===== src/rtl/uart_pkg.sv =====
// Shared definitions for the UART receive path.
//   state_t   : receiver FSM states
//   bps_cnt() : sys_clk cycles per bit for a given clock/baud pair
//   half_cnt(): mid-bit sample offset for a given bit period
//   DATA_BITS : payload bits per frame (8N1)
//   STOP_IDX  : bit_cnt value of the stop bit
package uart_pkg;

  typedef enum logic [2:0] {
    IDLE,
    START,
    DATA,
    STOP,
    BREAK
  } state_t;

  localparam int unsigned DATA_BITS = 8;
  localparam int unsigned STOP_IDX  = 9;

  function automatic int unsigned bps_cnt(input int unsigned clk_freq,
                                          input int unsigned baud);
    return clk_freq / baud;
  endfunction

  function automatic int unsigned half_cnt(input int unsigned bit_cycles);
    return bit_cycles / 2;
  endfunction

endpackage


===== src/rtl/uart_rx_sync.sv =====
// Three-flop synchroniser and falling-edge detector for the RX pin.
//   sys_clk   : system clock
//   sys_rst_n : asynchronous active-low reset (flops reset to idle-high)
//   uart_rxd  : raw asynchronous serial input
//   rxd_d1    : synchronised line level
//   fall      : one-cycle high on a synchronised high-to-low transition
module uart_rx_sync (
  input  logic sys_clk,
  input  logic sys_rst_n,
  input  logic uart_rxd,
  output logic rxd_d1,
  output logic fall
);

  logic rxd_d0;
  logic rxd_d2;

  // Reset to 1 so releasing reset on an idle line never looks like a start edge.
  always_ff @(posedge sys_clk or negedge sys_rst_n) begin
    if (!sys_rst_n) begin
      rxd_d0 <= 1'b1;
      rxd_d1 <= 1'b1;
      rxd_d2 <= 1'b1;
    end else begin
      rxd_d0 <= uart_rxd;
      rxd_d1 <= rxd_d0;
      rxd_d2 <= rxd_d1;
    end
  end

  assign fall = rxd_d2 & ~rxd_d1;

endmodule


===== src/rtl/uart_recv.sv =====
// UART receiver, 8N1, LSB first, majority-of-three mid-bit sampling.
//   sys_clk   : system clock
//   sys_rst_n : asynchronous active-low reset
//   uart_rxd  : asynchronous serial input, idle high
//   uart_data : last correctly framed byte, held until the next good byte
//   uart_done : one-cycle pulse, uart_data valid in the same cycle
//   frame_err : one-cycle pulse when the stop bit samples low
//   rx_busy   : high whenever the receiver is not idle
module uart_recv
  import uart_pkg::*;
#(
  parameter int unsigned CLK_FREQ = 50000000,
  parameter int unsigned UART_BPS = 115200
) (
  input  logic       sys_clk,
  input  logic       sys_rst_n,
  input  logic       uart_rxd,
  output logic [7:0] uart_data,
  output logic       uart_done,
  output logic       frame_err,
  output logic       rx_busy
);

  localparam int unsigned BPS_CNT = bps_cnt(CLK_FREQ, UART_BPS);
  localparam int unsigned HALF    = half_cnt(BPS_CNT);

  localparam logic [15:0] CNT_LAST   = 16'(BPS_CNT - 1);
  localparam logic [15:0] CNT_SAMP0  = 16'(HALF - 1);
  localparam logic [15:0] CNT_SAMP1  = 16'(HALF);
  localparam logic [15:0] CNT_DECIDE = 16'(HALF + 1);
  localparam logic [3:0]  LAST_DATA  = 4'(STOP_IDX - 1);

  state_t      state, state_d;
  logic        rxd_d1, fall;
  logic [15:0] clk_cnt;
  logic [3:0]  bit_cnt;
  logic        samp0, samp1;
  logic [7:0]  shift_reg;
  logic        last_tick, decide, maj;
  logic        done_d, err_d;

  uart_rx_sync u_sync (
    .sys_clk   (sys_clk),
    .sys_rst_n (sys_rst_n),
    .uart_rxd  (uart_rxd),
    .rxd_d1    (rxd_d1),
    .fall      (fall)
  );

  assign last_tick = (clk_cnt == CNT_LAST);
  assign decide    = (clk_cnt == CNT_DECIDE);
  assign maj       = (samp0 & samp1) | (samp0 & rxd_d1) | (samp1 & rxd_d1);
  assign rx_busy   = (state != IDLE);

  always_ff @(posedge sys_clk or negedge sys_rst_n) begin
    if (!sys_rst_n) state <= IDLE;
    else            state <= state_d;
  end

  always_comb begin
    state_d = state;
    done_d  = 1'b0;
    err_d   = 1'b0;
    case (state)
      IDLE:  if (fall) state_d = START;
      START: begin
        if (decide && maj)  state_d = IDLE;
        else if (last_tick) state_d = DATA;
      end
      DATA:  if (last_tick && bit_cnt == LAST_DATA) state_d = STOP;
      STOP: begin
        // Leave at the mid-bit decision so a start edge in the second half
        // of the stop bit is still caught.
        if (decide) begin
          if (maj) begin
            state_d = IDLE;
            done_d  = 1'b1;
          end else begin
            state_d = BREAK;
            err_d   = 1'b1;
          end
        end
      end
      BREAK: if (rxd_d1) state_d = IDLE;
      default: state_d = IDLE;
    endcase
  end

  always_ff @(posedge sys_clk or negedge sys_rst_n) begin
    if (!sys_rst_n) begin
      clk_cnt   <= '0;
      bit_cnt   <= '0;
      samp0     <= 1'b0;
      samp1     <= 1'b0;
      shift_reg <= '0;
      uart_data <= '0;
      uart_done <= 1'b0;
      frame_err <= 1'b0;
    end else begin
      uart_done <= done_d;
      frame_err <= err_d;
      if (done_d) uart_data <= shift_reg;

      if (state == IDLE || state == BREAK) begin
        clk_cnt <= '0;
        bit_cnt <= '0;
      end else if (last_tick) begin
        clk_cnt <= '0;
        bit_cnt <= bit_cnt + 4'd1;
      end else begin
        clk_cnt <= clk_cnt + 16'd1;
      end

      if (clk_cnt == CNT_SAMP0) samp0 <= rxd_d1;
      if (clk_cnt == CNT_SAMP1) samp1 <= rxd_d1;

      if (state == DATA && decide) shift_reg <= {maj, shift_reg[7:1]};
    end
  end

endmodule

===== config.mk =====
export PLATFORM = sky130hd
export DESIGN_NAME = uart_recv
export DESIGN_NICKNAME = d
export VERILOG_FILES = /design/src/rtl/uart_pkg.sv /design/src/rtl/uart_rx_sync.sv /design/src/rtl/uart_recv.sv
export SDC_FILE = /design/constraint.sdc
export NUM_CORES = 1
export LEC_CHECK = 0
export CORE_MARGIN = 5
export CORE_UTILIZATION = 52
export DETAILED_ROUTE_END_ITERATION = 8
export PLACE_DENSITY = 0.74
export REMOVE_ABC_BUFFERS = 1
export SYNTH_ARGS = -nofsm -noshare
export SYNTH_HDL_FRONTEND = slang
export SYNTH_HIERARCHICAL = 1
export SYNTH_SLANG_ARGS = --single-unit

===== constraint.sdc =====
create_clock -name sys_clk -period 2.3 [get_ports sys_clk]
set_clock_uncertainty 0.1 [all_clocks]
set_input_delay 0.46 -clock sys_clk [delete_from_list [all_inputs] [get_ports sys_clk]]
set_output_delay 0.46 -clock sys_clk [all_outputs]
set_load 0.05 [all_outputs]

Yosys cells after proc, flatten, opt, wreduce, memory -nomap -nowiden

Index checks and enable logic that the tools add are counted.

Register bits: 46
Logic and storage cells: 61
Bits of input ports: 3

Bitwise operators: 7
Mux-type cells: 18
Reduce and logical (&&, ||, !) cells: 8
Add/sub/neg operators: 2
Equal/unequal tests: 14

Operators with widths:

| cell                                                                     | number |
|---|---|
| 16-bit by 8-bit == test with 1-bit output (second input constant)        | 3 |
| 16-bit 2-to-1 mux                                                        | 2 |
| 3-bit 2-to-1 mux                                                         | 7 |
| 16-bit by 1-bit adder with 16-bit output (second input constant)         | 1 |
| 16-bit by 9-bit == test with 1-bit output (second input constant)        | 1 |
| 3-bit one-hot mux with 5 select lines                                    | 1 |
| 4-bit 2-to-1 mux                                                         | 2 |
| 3-bit by 2-bit == test with 1-bit output (second input constant)         | 2 |
| 1-bit 2-to-1 mux                                                         | 6 |
| 2-bit inequality test (second input constant)                            | 3 |
| 5-bit AND reduction                                                      | 1 |
| 4-bit by 1-bit adder with 4-bit output (second input constant)           | 1 |
| 1-bit bitwise AND                                                        | 4 |
| 4-bit == test (second input constant)                                    | 1 |
| 3-bit by 1-bit == test with 1-bit output (second input constant)         | 1 |
| 3-bit == test (second input constant)                                    | 1 |
| 1-bit logical AND                                                        | 3 |
| 3-bit logical NOT                                                        | 1 |
| 3-bit inequality test (second input constant)                            | 1 |
| 3-bit nonzero test                                                       | 1 |
| 2-bit by 1-bit inequality test with 1-bit output (second input constant) | 1 |
| 1-bit OR                                                                 | 2 |
| 2-bit nonzero test                                                       | 1 |
| 1-bit logical OR                                                         | 1 |
| 1-bit inverter                                                           | 1 |

Logic depth before layout (Yosys ltp)

Word-level depth: 6
Gate-level depth with buffers: 8
Mapped depth without buffers: 6

Cells and area by module

The synthesis kept the hierarchy.

By module, submodules not included:

| module       | sequential area each (µm²) | times used | cells an instance | area an instance (µm²) |
|---|---|---|---|---|
| uart_recv    | 1076.0                     | 1          | 187               | 2052.0 |
| uart_rx_sync | 78.8                       | 1          | 4                 | 92.6 |

Worst setup path before layout

Ideal clock, no wire load.

Path kind: reg2reg
Start: register clk_cnt[9]
End: register bit_cnt[3]
Data arrival time: 2.067 ns
Path buffers: 1
Library setup time: 0.078 ns
Setup slack: 0.055 ns
Cell stages (with the launch flop): 6
Path through: dfrtp_1 -> or4_4 -> or4_1 -> buf_2 -> or3_1 -> a21oi_1

Word-level cells in the longest chain between the ends: 2

Ends and longest elaborated chain:

| what                                      | RTL line         | source |
|---|---|---|
| from (decl)                               | uart_recv.sv:35  | `logic [15:0] clk_cnt;` |
| from (signal assigned)                    | uart_recv.sv:111 | `clk_cnt <= clk_cnt + 16'd1;` |
| 16-bit by 9-bit == test with 1-bit output | uart_recv.sv:50  | `assign last_tick = (clk_cnt == CNT_LAST);` |
| 2-bit nonzero test (no source line)       | --               |  |
| to (signal assigned)                      | uart_recv.sv:109 | `bit_cnt <= bit_cnt + 4'd1;` |
| to (decl)                                 | uart_recv.sv:36  | `logic [3:0] bit_cnt;` |

Every way passes these cells.
A chain may end at the register's enable or synchronous reset.

Worst setup path after layout

Start: register clk_cnt[2]
End: register bit_cnt[3]

Same word-level chain as after synthesis.

==> metrics.md <==
| Metric | Value |
|---|---|
| Number of flip-flops and latches in the synthesized netlist | 46 |
| WL/cell | ~16 um |
| Count of pins on the block boundary | 14 |
| Post-synthesis share of cell area spent on and, or, nand and nor gates | approximately a fifth |
| Number of filler cells placed in the layout | 308 |
| Number of max-slew violations in the final report | 0 |
| Post-synthesis sequential area ratio | between 50% and 60% |
| Classification of the worst setup path | reg2reg |
| Clock root cell | sky130_fd_sc_hd__clkbuf_8 |
| Post-CTS clock slew at the launch and capture registers of the worst setup and hold paths | 0.09 ns |
| Final HPWL from detailed placement | between 3000 and 4000 um |
| Last weighted congestion value of the routability-driven placer | 0.830 |
| GRT Residual Overflow | 0 |
| Nets@finish | about 230 |
| Required arrival time at the worst endpoint | 2.44 ns |
| Synthesized-area fraction occupied by xor and xnor cells | under 10% |
| Maximum VDD drop | approximately 0.00065 V |
| Hold WC Path Type | in2async |
| Post-route total power | 1.71 mW |
| Detailed-route DRC error count | 0 |
| TritonCTS clock tree | done |
| Post-synth top cells | 43 x sky130_fd_sc_hd__dfrtp_1, 18 x sky130_fd_sc_hd__mux2_2, 18 x sky130_fd_sc_hd__nor2_1 |
| DIE HEIGHT | ~74 um |
| Hold Fails Final Rpt | 0 |
| Warnings from Yosys | 6 |
| Cell Pwr Density | 668 nW/um2 |
| Most frequently used cell type in the post-synthesis netlist | sky130_fd_sc_hd__dfrtp_1 |
| Via total after detailed routing | roughly 1,500 |
| Starting density of the core | roughly 54% |
| First-pass GRT wire length | between 7000 and 8000 um |
| Num CTS Buffers | 5 |
| Ys async rst share | 100% |
| Slew @ Worst Pin | ~0.5 ns |
| Portion of the clock cycle consumed by the worst path in the final layout | between 90% and 100% |
| Dominant synthesized flop cell | sky130_fd_sc_hd__dfrtp_1 |
| Cell taking the most area after synthesis | sky130_fd_sc_hd__dfrtp_1 |
| Mean number of vias per cell | approximately 5.6 |
| Leakage | between 1 and 1.5 nW |
| IO buf count | 13 |
| Synthesis-to-finish area growth | 19.6% |
| Largest net degree at the start of global routing | 24 |
| Largest family of logic cells by synthesized area | simple AND/OR/NAND/NOR gates |
| H-tree depth reported by CTS | 2 |
| Worst setup EP type | flip-flop |
| Final cell utilization of the core | approximately 64% |
| End of the worst register-to-register path | bit_cnt[3] |
| Synth area leaders | sky130_fd_sc_hd__dfrtp_1 50%, sky130_fd_sc_hd__mux2_2 9.5%, sky130_fd_sc_hd__dfstp_2 3.7%, sky130_fd_sc_hd__ha_1 3.5%, sky130_fd_sc_hd__nor2_1 3.2% |
| Relative slew margins | around 66% |
| Area enclosed by the die boundary | between 5000 and 6000 um2 |
| Antenna violations before repair | 0 |
| Number of distinct library cells after synthesis | 37 |
| Mean instance size in the synthesized netlist | ~11 um2 |
| Number of design-rule violations left by the first detailed-router iteration | 70 |
| Fraction of synthesized cell area taken by the top area cell type | between 50% and 60% |
| Synthesized cell area | ~2100 um2 |
| FP Rows | 23 |
| Buffer count from post-CTS setup fixing | 0 |
| CP endpoint | bit_cnt[3] |
| Number of inserted diodes | 0 |
| Status | completed |
| Critical path startpoint category | flip-flop |
| Achievable frequency | 447 MHz |
| GR Util All Layers | a little under a fifth |
| Sinks on the clock net | 46 |
| Clk_lat worst skew | 0.31 ns |
| Adder and majority gate portion of the synthesized area | around 4.0% |
| First element of the critical path | clk_cnt[2] |
| Startpoint of the worst register-to-register path | clk_cnt[2] |
| Max-capacitance violation count | 0 |
| Cell count of the worst reg-to-reg path | 4 |
| Number of buffers on the longest clock path | 2 |
| Post-synthesis compound-gate area fraction | under 10% |
| Critical path arrival | about 2.4 ns |
| Post-route minimum period | roughly 2.2 ns |
| Detail Route Antenna Nets | 0 |
| Crit Path Max Fanout | 4 |
| # setup viols final | 0 |
| Number of enable flip-flop cells after synthesis | 0 |
| CORE AREA | 4000 um2 |
| Die extent in x | around 74 um |
| Slack of the worst reg-to-reg path | 0.06 ns |
| Routed WL | about 4400 um |
| Max reg flops | 16 |
| First drt pass iteration count | 4 |
| Number of global-route vias before repair | about 1,600 |
| Fraction of synthesized area in multiplexers | 9.45% |
| Layout cells sized above 1 | between 20% and 30% |
| Syn Inst Count | 191 |
-- repair_timing --
item                       CTS  global route
resized for setup            0             8
hold buffers                 0             0
setup endpoints to repair    0            22
-- worst max-delay path: stages (launching register included) --
cell	delay, ns
sky130_fd_sc_hd__dfrtp_1	0.41
sky130_fd_sc_hd__or4_4	0.58
sky130_fd_sc_hd__or4_4	0.60
sky130_fd_sc_hd__or3_4	0.35
sky130_fd_sc_hd__a21oi_2	0.13
-- cell families (layout without fill, tap and decap cells) --
group,Yosys count,in the layout
fa+ha+maj,7,7
compound gates,18,18
simple gates,78,78
flops,46,46
xor+xnor,11,11
buf+inv,13,46
mux,18,18
-- power breakdown --
| part | internal (mW) | switching [mW] | total [mW] |
|---|---|---|---|
| logic | 0.125 | 0.168 | 0.293 |
| registers | 0.857 | 0.0504 | 0.907 |
| clock network | 0.220 | 0.294 | 0.514 |
-- per-stage QoR --
| step | setup slack [ns] | TNS, ns | cell area (um2) | instances | hold slack (ns) |
|---|---|---|---|---|---|
| global placement | 0.0978 | 0 | 2440 | 266 | 0.247 |
| detailed placement | 0.0341 | 0 | 2440 | 266 | 0.254 |
| floorplan | -0.0901 | -0.721 | 2120 | 185 | 0.0644 |
| finish | 0.0627 | 0 | 2560 | 274 | 0.0155 |
| CTS | 0.0225 | 0 | 2530 | 274 | 0.0281 |
| global route | -0.00445 | -0.00445 | 2560 | 274 | 0.0513 |
-- placed cells by master (no fill, tap or decap), types with 4 or more instances in the layout --
master                            synthesis  routed
sky130_fd_sc_hd__ha_1                     6       6
sky130_fd_sc_hd__clkdlybuf4s50_1          0      11
sky130_fd_sc_hd__a21oi_1                  8       7
sky130_fd_sc_hd__nand3_1                  6       6
sky130_fd_sc_hd__xor2_1                   6       6
sky130_fd_sc_hd__nand3b_1                 5       5
sky130_fd_sc_hd__nor2_1                  18      18
sky130_fd_sc_hd__clkbuf_8                 0       5
sky130_fd_sc_hd__nand2_1                 16      16
sky130_fd_sc_hd__or3_1                    5       4
sky130_fd_sc_hd__mux2_2                  18      18
sky130_fd_sc_hd__buf_4                    0      19
sky130_fd_sc_hd__xnor2_1                  5       5
sky130_fd_sc_hd__inv_1                    7       7
sky130_fd_sc_hd__dfrtp_1                 43      43
-- routing by layer --
metal  part of all wire [%]  wire length, um  global-route usage [%]  vias to the layer above
met5                      0                0                       0                        -
met4                    2.3              104                    7.71                        0
met3                    3.8              170                    4.19                       11
met2                     51             2240                    30.4                       32
met1                     43             1910                    23.4                      759
li1                       -                -                       -                      735
-- how the worst min path moves through the flow --
stage	depth (start not counted)	to	from
6_report	1	bit_cnt[0]	sys_rst_n
5_1_grt	1	uart_data[5]	sys_rst_n
4_1_cts	1	clk_cnt[9]	sys_rst_n
3_5_place_dp	0	u_sync/rxd_d1	u_sync/rxd_d0
3_3_place_gp	0	u_sync/rxd_d1	u_sync/rxd_d0
2_1_floorplan	0	bit_cnt[0]	sys_rst_n
-- final cells by class --
cell class                      instances  area [um2]  share of cell area, %
Inverter                                7        26.3                   1.02
Clock inverter                          3        25.0                  0.976
Tap cell                               50        62.6                   2.44
Multi-Input combinational cell        132         970                   37.8
Clock buffer                            5        68.8                   2.68
Sequential cell                        46        1150                   45.0
Timing Repair Buffer                   31         258                   10.0
Note: power is estimated with default switching activity, not from simulation.
